File: config.mk
export PLATFORM = sky130hd
export DESIGN_NAME = p405s_strg_seq
export DESIGN_NICKNAME = d
export VERILOG_FILES = /design/src/rtl/p405s_strg_pkg.sv /design/src/rtl/p405s_strg_init_cnt.sv /design/src/rtl/p405s_strg_seq.sv
export SDC_FILE = /design/constraint.sdc
export NUM_CORES = 1
export LEC_CHECK = 0
export ABC_AREA = 1
export CORE_AREA = 3 3 81 60
export DETAILED_ROUTE_END_ITERATION = 8
export DIE_AREA = 0 0 84 63
export GPL_ROUTABILITY_DRIVEN = 0
export HOLD_SLACK_MARGIN = 0.1
export PLACE_DENSITY = 0.76
export SYNTH_ARGS = -nofsm -noshare
export SYNTH_HDL_FRONTEND = slang
export SYNTH_SLANG_ARGS = --single-unit
File: constraint.sdc
create_clock -name CB -period 3.8 [get_ports CB]
set_input_delay 0.76 -clock CB [delete_from_list [all_inputs] [get_ports CB]]
set_output_delay 0.76 -clock CB [all_outputs]
set_load 0.02 [all_outputs]
File: src/rtl/p405s_strg_pkg.sv
// Shared types and helpers for the load/store string/multiple sequencer.
// Bit 0 of each big-endian architected field maps to the MSB of the packed vectors used here.
package p405s_strg_pkg;

  typedef enum logic [1:0] {
    OP_SCALAR  = 2'b00,
    OP_MULT    = 2'b01,
    OP_STR_IMM = 2'b10,
    OP_STR_IDX = 2'b11
  } op_type_e;

  typedef enum logic [1:0] {
    ST_IDLE = 2'b00,
    ST_XFER = 2'b01,
    ST_DONE = 2'b10
  } state_e;

  localparam int unsigned MAX_STRG_BYTES = 128;
  localparam int unsigned WORD_BYTES     = 4;

  // Transfer size is the remaining count capped at one word.
  function automatic logic [2:0] xfer_size(input logic [7:0] cnt);
    return (cnt >= 8'(WORD_BYTES)) ? 3'(WORD_BYTES) : cnt[2:0];
  endfunction

  // Left-justified lanes: lane 0 is the MSB of the mask.
  function automatic logic [3:0] lane_mask(input logic [2:0] size);
    logic [3:0] m;
    case (size)
      3'd1:    m = 4'b1000;
      3'd2:    m = 4'b1100;
      3'd3:    m = 4'b1110;
      3'd4:    m = 4'b1111;
      default: m = 4'b0000;
    endcase
    return m;
  endfunction

endpackage

File: src/rtl/p405s_strg_init_cnt.sv
// Initial byte count for an accepted storage op; purely combinational.
// Result is at most MAX_STRG_BYTES (multiple with RT=0).
module p405s_strg_init_cnt
  import p405s_strg_pkg::*;
(
  input  logic [1:0] opType,
  input  logic [4:0] dcdRSRT,
  input  logic [4:0] dcdNB,
  input  logic [6:0] EXE_xerTBC,
  output logic [7:0] initCnt
);

  always_comb begin
    initCnt = '0;
    case (opType)
      OP_SCALAR:  initCnt = 8'(WORD_BYTES);
      OP_MULT:    initCnt = {6'd32 - {1'b0, dcdRSRT}, 2'b00};
      OP_STR_IMM: initCnt = (dcdNB == 5'd0) ? 8'd32 : {3'b000, dcdNB};
      OP_STR_IDX: initCnt = {1'b0, EXE_xerTBC};
      default:    initCnt = '0;
    endcase
  end

endmodule

File: src/rtl/p405s_strg_seq.sv
// Storage sequencer: splits string/multiple ops into word-or-less transfers, one GPR each.
// First request one cycle after start; each transfer held until xferAck; flush/reset abandon.
module p405s_strg_seq
  import p405s_strg_pkg::*;
(
  input  logic       CB,
  input  logic       reset,
  input  logic       startVld,
  input  logic [1:0] opType,
  input  logic [4:0] dcdRSRT,
  input  logic [4:0] dcdNB,
  input  logic [6:0] EXE_xerTBC,
  input  logic       xferAck,
  input  logic       flush,
  output logic       busy,
  output logic       strgEnd,
  output logic [7:0] byteCount,
  output logic       xferReq,
  output logic [2:0] xferSize,
  output logic [3:0] laneEn,
  output logic [4:0] gprAddr,
  output logic       opDone
);

  state_e     state_q, state_d;
  logic [7:0] cnt_q, cnt_d;
  logic       req_q, req_d;
  logic [2:0] size_q, size_d;
  logic [3:0] lane_q, lane_d;
  logic [4:0] gpr_q, gpr_d;
  logic       done_q, done_d;
  logic       busy_q, busy_d;
  logic       end_q, end_d;
  logic [7:0] init_cnt;
  logic [7:0] rem;

  p405s_strg_init_cnt u_init_cnt (
    .opType     (opType),
    .dcdRSRT    (dcdRSRT),
    .dcdNB      (dcdNB),
    .EXE_xerTBC (EXE_xerTBC),
    .initCnt    (init_cnt)
  );

  always_comb begin
    state_d = state_q;
    cnt_d   = cnt_q;
    req_d   = req_q;
    size_d  = size_q;
    lane_d  = lane_q;
    gpr_d   = gpr_q;
    done_d  = 1'b0;
    rem     = cnt_q - {5'b00000, size_q};

    if (flush) begin
      // Flush outranks any coincident ack or start.
      state_d = ST_IDLE;
      cnt_d   = '0;
      req_d   = 1'b0;
      size_d  = '0;
      lane_d  = '0;
    end else begin
      case (state_q)
        ST_IDLE: begin
          if (startVld) begin
            gpr_d = dcdRSRT;
            cnt_d = init_cnt;
            if (init_cnt == 8'd0) begin
              state_d = ST_DONE;
              done_d  = 1'b1;
            end else begin
              state_d = ST_XFER;
              req_d   = 1'b1;
              size_d  = xfer_size(init_cnt);
              lane_d  = lane_mask(xfer_size(init_cnt));
            end
          end
        end
        ST_XFER: begin
          if (xferAck && req_q) begin
            cnt_d = rem;
            gpr_d = gpr_q + 5'd1;
            if (rem == 8'd0) begin
              state_d = ST_DONE;
              req_d   = 1'b0;
              size_d  = '0;
              lane_d  = '0;
              done_d  = 1'b1;
            end else begin
              size_d = xfer_size(rem);
              lane_d = lane_mask(xfer_size(rem));
            end
          end
        end
        ST_DONE: state_d = ST_IDLE;
        default: state_d = ST_IDLE;
      endcase
    end

    busy_d = (state_d != ST_IDLE);
    end_d  = ~busy_d;
  end

  always_ff @(posedge CB or posedge reset) begin
    if (reset) begin
      state_q <= ST_IDLE;
      cnt_q   <= '0;
      req_q   <= 1'b0;
      size_q  <= '0;
      lane_q  <= '0;
      gpr_q   <= '0;
      done_q  <= 1'b0;
      busy_q  <= 1'b0;
      end_q   <= 1'b1;
    end else begin
      state_q <= state_d;
      cnt_q   <= cnt_d;
      req_q   <= req_d;
      size_q  <= size_d;
      lane_q  <= lane_d;
      gpr_q   <= gpr_d;
      done_q  <= done_d;
      busy_q  <= busy_d;
      end_q   <= end_d;
    end
  end

  assign busy      = busy_q;
  assign strgEnd   = end_q;
  assign byteCount = cnt_q;
  assign xferReq   = req_q;
  assign xferSize  = size_q;
  assign laneEn    = lane_q;
  assign gprAddr   = gpr_q;
  assign opDone    = done_q;

endmodule

# Word level (Yosys, flattened, before mapping)
# Index checks and enable logic that the tools add are counted.
classes:
  add_sub_neg: 3
  multipliers: 0
  n_div: 0
  magnitude_cmp: 2
  eq_ne: 18
  shift: 0
  mux: 43
  bitwise: 2
  n_reduce_logical: 13
op_table:
  columns: ["op", "count"]
  rows:
  - ["$pmux W4 S4", 2]
  - ["$pmux W8 S4", 1]
  - ["$mux W8", 3]
  - ["$mux W3", 7]
  - ["$mux W4", 5]
  - ["$ge A8 B3 Y1 const B", 2]
  - ["$logic_not A8 Y1", 2]
  - ["$pmux W8 S2", 1]
  - ["$eq A3 B2 Y1 const B", 4]
  - ["$ne A3 B3 Y1 const B", 4]
  - ["$mux W1", 10]
  - ["$mux W2", 5]
  - ["$mux W5", 2]
  - ["$pmux W5 S2", 1]
  - ["$pmux W4 S2", 1]
  - ["$reduce_and A4 Y1", 2]
  - ["$sub A8 B3 Y8", 1]
  - ["$eq A3 B1 Y1 const B", 2]
  - ["$eq A3 B3 Y1 const B", 2]
  - ["$mux W6", 1]
  - ["$pmux W3 S2", 1]
  - ["$sub A6 B5 Y6 const A", 1]
  - ["$add A5 B1 Y5 const B", 1]
  - ["$logic_not A5 Y1", 1]
  - ["12 further kinds", 19]
totals:
  reg_bits: 26
  latch_bits: 0
  ram_bits: 0
  mem_bits_ro: 0
  in_bits: 24
  output_inout_bits: 24
  word_cells: 90
  n_memories: 0

# Longest topological paths before layout
# Gate-level depths: netlist (run 1).
logic_depth:
  word_depth: 11
  ltp_mapped: 15
  depth_no_buf: 15

# Hierarchy
# Synthesis (run 1) repeated with hierarchy kept, for this count alone.
hier_totals:
  hier_cells: 279
  area_unflattened_um2: 1921.8
by_module_without_submodules:
  columns: ["mod", "n_inst", "cells_each", "area_each_um2", "seq_area_each_um2"]
  rows:
  - ["p405s_strg_seq", 1, 228, 1685.4, 651.9]
  - ["p405s_strg_init_cnt", 1, 51, 236.5, 0.0]

# Worst setup path before layout (run 1)
# No wires, ideal clock.
synth_timing:
  path_kind: "reg-to-reg"
  start: "register cnt_q[0], in the netlist byteCount[0]"
  end: "register lane_q[0], in the netlist laneEn[0]"
  setup_ns: 0.117
  arrival_time_ns: 1.998
  required_ns: 3.683
  path_slack_ns: 1.686
  path_stages_with_launch: 15
  path_buffers: 0
  period_less_slack_ns: 2.114
  path_cell_list: "dfrtp_1 > inv_1 > ha_1 > inv_1 > fa_1 > nand2_1 > nand2_1 > nand2_1 > nand3_1 > nor2_1 > nand2_1 > nor2_1 > o21ai_0 > nand2_2 > nand2_1"
synth_between:
  elab_chain_len: 9
  elab_cells_between_ends: 13
  cone_classes: "add/sub: 1; order compare: 1; eq/ne: 4; mux: 6; reduce/logical: 1"
synth_lines:
  columns: ["element", "line", "rtl"]
  rows:
  - ["start: declaration", "p405s_strg_seq.sv:26", "logic [7:0] cnt_q, cnt_d;"]
  - ["start signal: assignment", "p405s_strg_seq.sv:117", "cnt_q <= cnt_d;"]
  - ["$sub A8 B3 Y8 *", "p405s_strg_seq.sv:53", "rem = cnt_q - {5'b00000, size_q};"]
  - ["$ge A8 B3 Y1", "p405s_strg_pkg.sv:23", "return (cnt >= 8'(WORD_BYTES)) ? 3'(WORD_BYTES) : cnt[2:0];"]
  - ["$mux W3", "p405s_strg_pkg.sv:23", null]
  - ["$eq A3 B3 Y1, or another cell as far along", "p405s_strg_pkg.sv:29", "case (size)"]
  - ["$pmux W4 S4", "p405s_strg_pkg.sv:29", null]
  - ["$mux W4 *", "p405s_strg_seq.sv:83", "if (rem == 8'd0) begin"]
  - ["$mux W4 *", "p405s_strg_seq.sv:80", "if (xferAck && req_q) begin"]
  - ["$pmux W4 S2 *", "p405s_strg_seq.sv:63", "case (state_q)"]
  - ["$mux W4 *", "p405s_strg_seq.sv:55", "if (flush) begin"]
  - ["end signal: assignment", "p405s_strg_seq.sv:120", "lane_q <= lane_d;"]
  - ["end: declaration", "p405s_strg_seq.sv:29", "logic [3:0] lane_q, lane_d;"]
# Mark *: on every way between the ends. The rest lies on a longest branch, timed or not. The select of a mux whose other input is x is not followed.
# A chain may end at the register's enable or synchronous reset.

# Worst setup path in the final report (run 1)
layout_timing:
  start: "register cnt_q[0], in the netlist byteCount[0]"
  end: "register size_q[1], in the netlist xferSize[1]"
layout_between:
  elab_chain_len: 7
  elab_cells_between_ends: 8
  cone_classes: "add/sub: 1; order compare: 1; mux: 5; reduce/logical: 1"
layout_lines:
  columns: ["element", "line", "rtl"]
  rows:
  - ["$sub A8 B3 Y8 *", "p405s_strg_seq.sv:53", null]
  - ["$ge A8 B3 Y1", "p405s_strg_pkg.sv:23", null]
  - ["$mux W3", "p405s_strg_pkg.sv:23", null]
  - ["$mux W3 *", "p405s_strg_seq.sv:83", null]
  - ["$mux W3 *", "p405s_strg_seq.sv:80", null]
  - ["$pmux W3 S2 *", "p405s_strg_seq.sv:63", null]
  - ["$mux W3 *", "p405s_strg_seq.sv:55", null]
  - ["end signal: assignment", "p405s_strg_seq.sv:119", "size_q <= size_d;"]
  - ["end: declaration", "p405s_strg_seq.sv:28", "logic [2:0] size_q, size_d;"]
# Marked as above.

==> results_dict.tcl, run 1 <==
set metrics [dict create \
    hold_viol_final 0 \
    antenna_found_initial 0 \
    cts.repair.resized 0 \
    cts_setup_buffers 0 \
    place_hpwl_um 4255 \
    hold_class "register to register" \
    ys.flop_type "dfrtp_1" \
    grt_pass1_wl_um 8894 \
    grt.overflow.total 0 \
    ir_drop_v 0.0002558 \
    globalRouteTotalUtil 0.2019 \
    cts_hold_buf 0 \
    outcome "completed" \
    synthArstFlopShare 1.000 \
    final_max_slew_viol_count 0 \
    die_w_um 84 \
    rsz0062_at_grt "false" \
    p_per_area_nw_per_um2 461.4 \
    htreeDepth 1 \
    synth.area.top_cells "dfrtp_1 (30%), nand2_1 (15%), inv_1 (8.2%)" \
    setup.worst_path.class "register to register" \
    drv_cap 0 \
    rr_worst_depth 13 \
    seq_area_frac_synth 0.3175 \
    crit_top_cell "nand2_1" \
    finalCriticalPeriod_ns 2.407 \
    rr_startpoint "byteCount[0]" \
    grt_max_degree 27 \
    clock_path_buffers 2 \
    cts_tree "yes" \
    endpoint_kind "register" \
    first_pass_iters 7 \
    synthMostInstantiatedCell "nand2_1" \
    drtAntennaViolNets 0 \
    floorplan.die_area_um2 5292 \
    finalNetCount 393 \
    syn_area_um2 2053 \
    cp-start-kind "register" \
    slew_headroom 0.3537 \
    synthTopCellsByCount "nand2_1 (82), inv_1 (45), nor2_1 (42), nand3_1 (31), dfrtp_1 (25)" \
    drtIter0Drc 264 \
    drt-total-wl_um 5272 \
    cp_cell_sequence "inv_1, ha_1, inv_1, fa_1, xnor2_1, nand3_1, nor2_1, nand2_1, nor2_1, nand2_1, o21ai_0, nand2_1, nand2_1" \
    numCtsBuffers 3 \
    synth_top_area_share 0.3047 \
    fin_crit_sh 0.6335 \
    power_leakage_nw 1.351 \
    vias 2125 \
    cp.buffers_inverters 2 \
    initial_core_util 0.4855 \
    clk_latency_ns 0.27 \
    path_clk_slew_ns 0.10 \
    critPathRequiredTime_ns 4.02 \
    finalClockSkew_ns 0.004781 \
    synth_nets 344 \
    num_rows 20 \
    cts.sinks 26 \
    core-area_um2 4229 \
    ys_ff_latch 26 \
    io_buffers 47 \
    dieHeight_um 63 \
    placed_cells 412 \
    whs_ns 0.4890 \
    yosysTopAreaCell "dfrtp_1" \
    area_growth_pct 29.19 \
    setup_viol 0 \
    antennaDiodeCount 0 \
    cts_root_buf "clkbuf_8" \
    arrival_ns 2.63 \
    r2r-end "xferSize[1]" \
    tightest_slew_ns 0.9684 \
    viasPerCell 5.108 \
    r2r_slack_ns 1.39 \
    grt_pass1_vias 1920 \
    wire_per_inst_um 12.67 \
    tns_ns 0 \
    nFillCells 404 \
    crit_slowest_cell "dfrtp_1" \
    route.detailed.drc 0 \
    power.switching_uw 514.2 \
    yosysUniqueCellTypes 32 \
    hold_depth 2 \
    synth.avg_cell_area_um2 6.560 \
    drive_gt1_frac 0.08587 \
    path_max_fanout 4 \
    hold_path.startpoint "laneEn[0]" \
    hold_end "laneEn[0]" \
    cpPeakStageDelay_ns 0.41 \
    p_int_uw 709.7 \
    switching_share 0.4201 \
    synthCells 313 \
    ios 48 \
    yosysWarnings 0 \
    final_cell_count_no_fill 416 \
    pwr-share-clk 0.191 \
    crit_family "simple AND/OR/NAND/NOR gates" \
    seq_power_share 0.301 \
    fmaxAchievable_mhz 415.4 \
    synth_edf_count 0 \
    p_comb_frac 0.508 \
]
==> logic make-up after synthesis <==
logic type,synth area share
flip-flops,0.3175
AO/OA/AOI/OAI,0.1042
AND/OR/NAND/NOR,0.4211
buffers and inverters,0.1024
adder cells (fa/ha/maj),0.04631
XOR/XNOR,0.008533
==> worst register-to-register path: cells and delay by family (launching register included) <==
family | cells | cell delay [ns]
AND/OR/NAND/NOR | 7 | 0.87
adder cells (fa/ha/maj) | 2 | 0.54
flip-flops | 1 | 0.41
XOR/XNOR | 1 | 0.30
buffers and inverters | 2 | 0.13
AO/OA/AOI/OAI | 1 | 0.11
==> worst max path at each step <==
stage	from	endpoint	slack (ns)	cells past startpoint
floorplan	byteCount[0]	laneEn[0]	1.69	14
global placement	dcdRSRT[0]	laneEn[0]	1.20	13
detailed placement	dcdRSRT[0]	xferSize[1]	1.14	13
CTS	byteCount[0]	xferSize[1]	1.41	13
global route	byteCount[0]	xferSize[1]	1.24	13
finish	byteCount[0]	xferSize[1]	1.39	13
==> registers in the layout (all words and copies together) (netlist names) <==
signal / cells
state_q: 2
strgEnd: 1
laneEn: 4
xferReq: 1
busy: 1
opDone: 1
byteCount: 8
xferSize: 3
gprAddr: 5
==> final cells by class <==
| type | count | area [µm²] | share of cell area |
|---|---|---|---|
| clock buffer | 3 | 41.29 | 0.01557 |
| sequential | 26 | 651.9 | 0.2458 |
| tap | 55 | 68.82 | 0.02594 |
| inverter | 51 | 191.4 | 0.07217 |
| timing repair buffer | 48 | 478.0 | 0.1802 |
| clock inverter | 1 | 30.03 | 0.01132 |
| multi-input combinational | 232 | 1191 | 0.4491 |
==> layer usage <==
layer | global-route usage | part of all wire | vias up
met1 | 0.3077 | 0.51 | 935
met3 | 0.03294 | 0.081 | 8
met4 | 0.02209 | 0.0074 | 0
met2 | 0.3095 | 0.40 | 84
met5 | 0 | 0 | -
li1 | - | - | 1098
==> power by group through the flow <==
stage,Combinational [mW],Sequential [mW],Clock [mW]
floorplan,0.345,0.426,0
global placement,0.605,0.373,0
detailed placement,0.616,0.373,0
CTS,0.618,0.368,0.236
global route,0.692,0.377,0.248
finish,0.622,0.368,0.234
==> stage by stage <==
step / cell area [µm²] / worst slack [ns] / utilization / power [mW]
global placement: 2581 / 1.199 / 0.6104 / 0.9782
CTS: 2653 / 1.411 / 0.6272 / 1.222
global route: 2653 / 1.236 / 0.6272 / 1.317
floorplan: 2053 / 1.686 / - / 0.7714
detailed placement: 2581 / 1.137 / 0.6104 / 0.9893
finish: 2653 / 1.393 / 0.6272 / 1.224
==> cell usage in the layout (no fill, tap or decap), types with 3 or more instances in the layout <==
cell type | synthesis | final
nand2_1 | 82 | 82
clkdlybuf4s50_1 | 0 | 47
inv_1 | 45 | 45
nor2_1 | 42 | 42
nand3_1 | 31 | 31
dfrtp_1 | 25 | 25
o21ai_0 | 17 | 17
nand4_1 | 8 | 8
nand2_2 | 7 | 7
inv_2 | 6 | 6
ha_1 | 6 | 6
a21oi_1 | 4 | 4
o21ai_1 | 4 | 4
o22ai_1 | 4 | 4
nor2_2 | 3 | 3
nor2_4 | 3 | 3
nand3_2 | 3 | 3
nor3_1 | 3 | 3
o211ai_1 | 3 | 3
clkbuf_8 | 0 | 3
Power figures use the tool's default switching activity.
==> inputs of run 2 (changes only) <==
Settings changed: CORE_AREA 3 3 81 60 to 3 3 85 63, DIE_AREA 0 0 84 63 to 0 0 88 66, PLACE_DENSITY 0.76 to 0.73.
Clock period 3.8 ns to 2.2 ns, I/O delays scaled along.
==> results_dict.tcl, run 2 (same netlist as run 1, synthesis figures left out) <==
set metrics [dict create \
    slew_headroom 0.7714 \
    ir_drop_v 0.0003975 \
    globalRouteTotalUtil 0.2042 \
    mostFrequentLayoutCells "nand2_1 (78), clkdlybuf4s50_1 (47), inv_1 (42)" \
    htreeDepth 1 \
    place_hpwl_um 4509 \
    num_rows 21 \
    drv_cap 0 \
    drtIter0Drc 234 \
    viasPerCell 5.103 \
    path_max_fanout 4 \
    finalCriticalPeriod_ns 2.060 \
    finalClockSkew_ns 0.01492 \
    core-area_um2 4651 \
    area_growth_pct 41.19 \
    grt.overflow.total 0 \
    io_buffers 47 \
    cts_hold_buf 0 \
    cts_root_buf "clkbuf_8" \
    die_w_um 88 \
    outcome "completed" \
    critPathRequiredTime_ns 2.41 \
    arrival_ns 2.27 \
    grt_pass1_vias 2047 \
    vias 2230 \
    whs_ns 0.4990 \
    largest_register_ffs 8 \
    path_clk_slew_ns 0.10 \
    drive_gt1_frac 0.1842 \
    grt_max_degree 27 \
    setup.worst_path.class "register to register" \
    fmaxAchievable_mhz 485.3 \
    ios 48 \
    drtAntennaViolNets 0 \
    cts.sinks 26 \
    route.detailed.drc 0 \
    fin_crit_sh 0.9365 \
    hold_viol_final 0 \
    cp-start-kind "register" \
    drt-total-wl_um 5524 \
    p_per_area_nw_per_um2 815.1 \
    first_pass_iters 5 \
    clock_path_buffers 2 \
    cts_tree "yes" \
    endpoint_kind "register" \
    mostFrequentLayoutCell "nand2_1" \
    wire_per_inst_um 12.64 \
    post-route-util 0.6234 \
    initial_core_util 0.4415 \
    setup_viol 0 \
    final_max_slew_viol_count 0 \
    power_leakage_nw 1.459 \
    finalNetCount 412 \
    tightest_slew_ns 0.3403 \
    numCtsBuffers 3 \
    clk_latency_ns 0.28 \
    antennaDiodeCount 0 \
    dieHeight_um 66 \
    rsz0062_at_grt "true" \
    hold_class "register to register" \
    grt_pass1_wl_um 9432 \
    nFillCells 415 \
    floorplan.die_area_um2 5808 \
    antenna_found_initial 0 \
]
## run 2: changes by cell type in the layout (fill, tap and decap cells not counted), sizes merged
cell	before	now
buf	1	20
## run 2: cell type report
cell class                      count  area, µm²  area share
Clock buffer                        3      41.29     0.01424
Clock inverter                      1      30.03     0.01036
Inverter                           51      191.4     0.06603
Multi-Input combinational cell    232       1292      0.4458
Sequential cell                    26      651.9      0.2249
Tap cell                           57      71.32     0.02460
Timing Repair Buffer               67      620.6      0.2141
## run 2: metal layers
layer | GRT usage | up-vias | wire, µm
met3 | 0.02864 | 2 | 418
met4 | 0.02299 | 0 | 17
met2 | 0.3158 | 89 | 2431
met1 | 0.3095 | 1006 | 2657
li1 | - | 1133 | -
met5 | 0 | - | 0
## run 2: critical path: stages, from the launching register on
cell and delay, ns:
dfrtp_1 0.40, inv_2 0.08, ha_4 0.12, inv_2 0.03
fa_2 0.42, nand2_4 0.10, nand4_1 0.11, nand2_2 0.12
inv_2 0.06, nor2_2 0.09, nand3_2 0.11, o21bai_1 0.16
nand2_1 0.09, nor2_1 0.10
## run 2: stage by stage
step,instance area [µm²],total power [mW],TNS [ns],setup WS (ns),std cells
floorplan,2053,1.332,0,0.08551,313
global placement,2719,1.769,-0.1864,-0.04840,432
detailed placement,2719,1.790,-0.4044,-0.1064,432
CTS,2800,2.214,0,0.002887,436
global route,2899,2.543,-0.1112,-0.08380,437
finish,2899,2.363,0,0.1396,437
## run 2: path summary, 6_finish.rpt
kind,cells after the start,startpoint,to,slack (ns)
setup / recovery,13,byteCount[0],strgEnd,0.14
hold / removal,2,laneEn[1],laneEn[1],0.50
setup reg to reg,13,byteCount[0],strgEnd,0.14
hold reg to reg,2,laneEn[1],laneEn[1],0.50
max in group asynchronous,3,reset,strgEnd,1.36
min in group asynchronous,3,reset,xferSize[1],0.53
## run 2: what timing repair did
item / CTS / global route
resized for setup: 2 / 25
endpoints found under the setup margin: 4 / 12
pin swaps: 0 / 17
setup buffers: 0 / 1
## run 2: report_power, final
| group | switching [mW] | internal, mW | total (mW) |
|---|---|---|---|
| clock network | 0.162 | 0.244 | 0.406 |
| logic | 0.756 | 0.563 | 1.32 |
| registers | 0.0741 | 0.564 | 0.638 |
==> inputs of run 3 (changes only) <==
Settings changed: CAP_MARGIN set to 25, GPL_ROUTABILITY_DRIVEN 0 to unset.
==> results of run 3 <==
The final DEF is identical to that of run 2; final timing and power are the same.
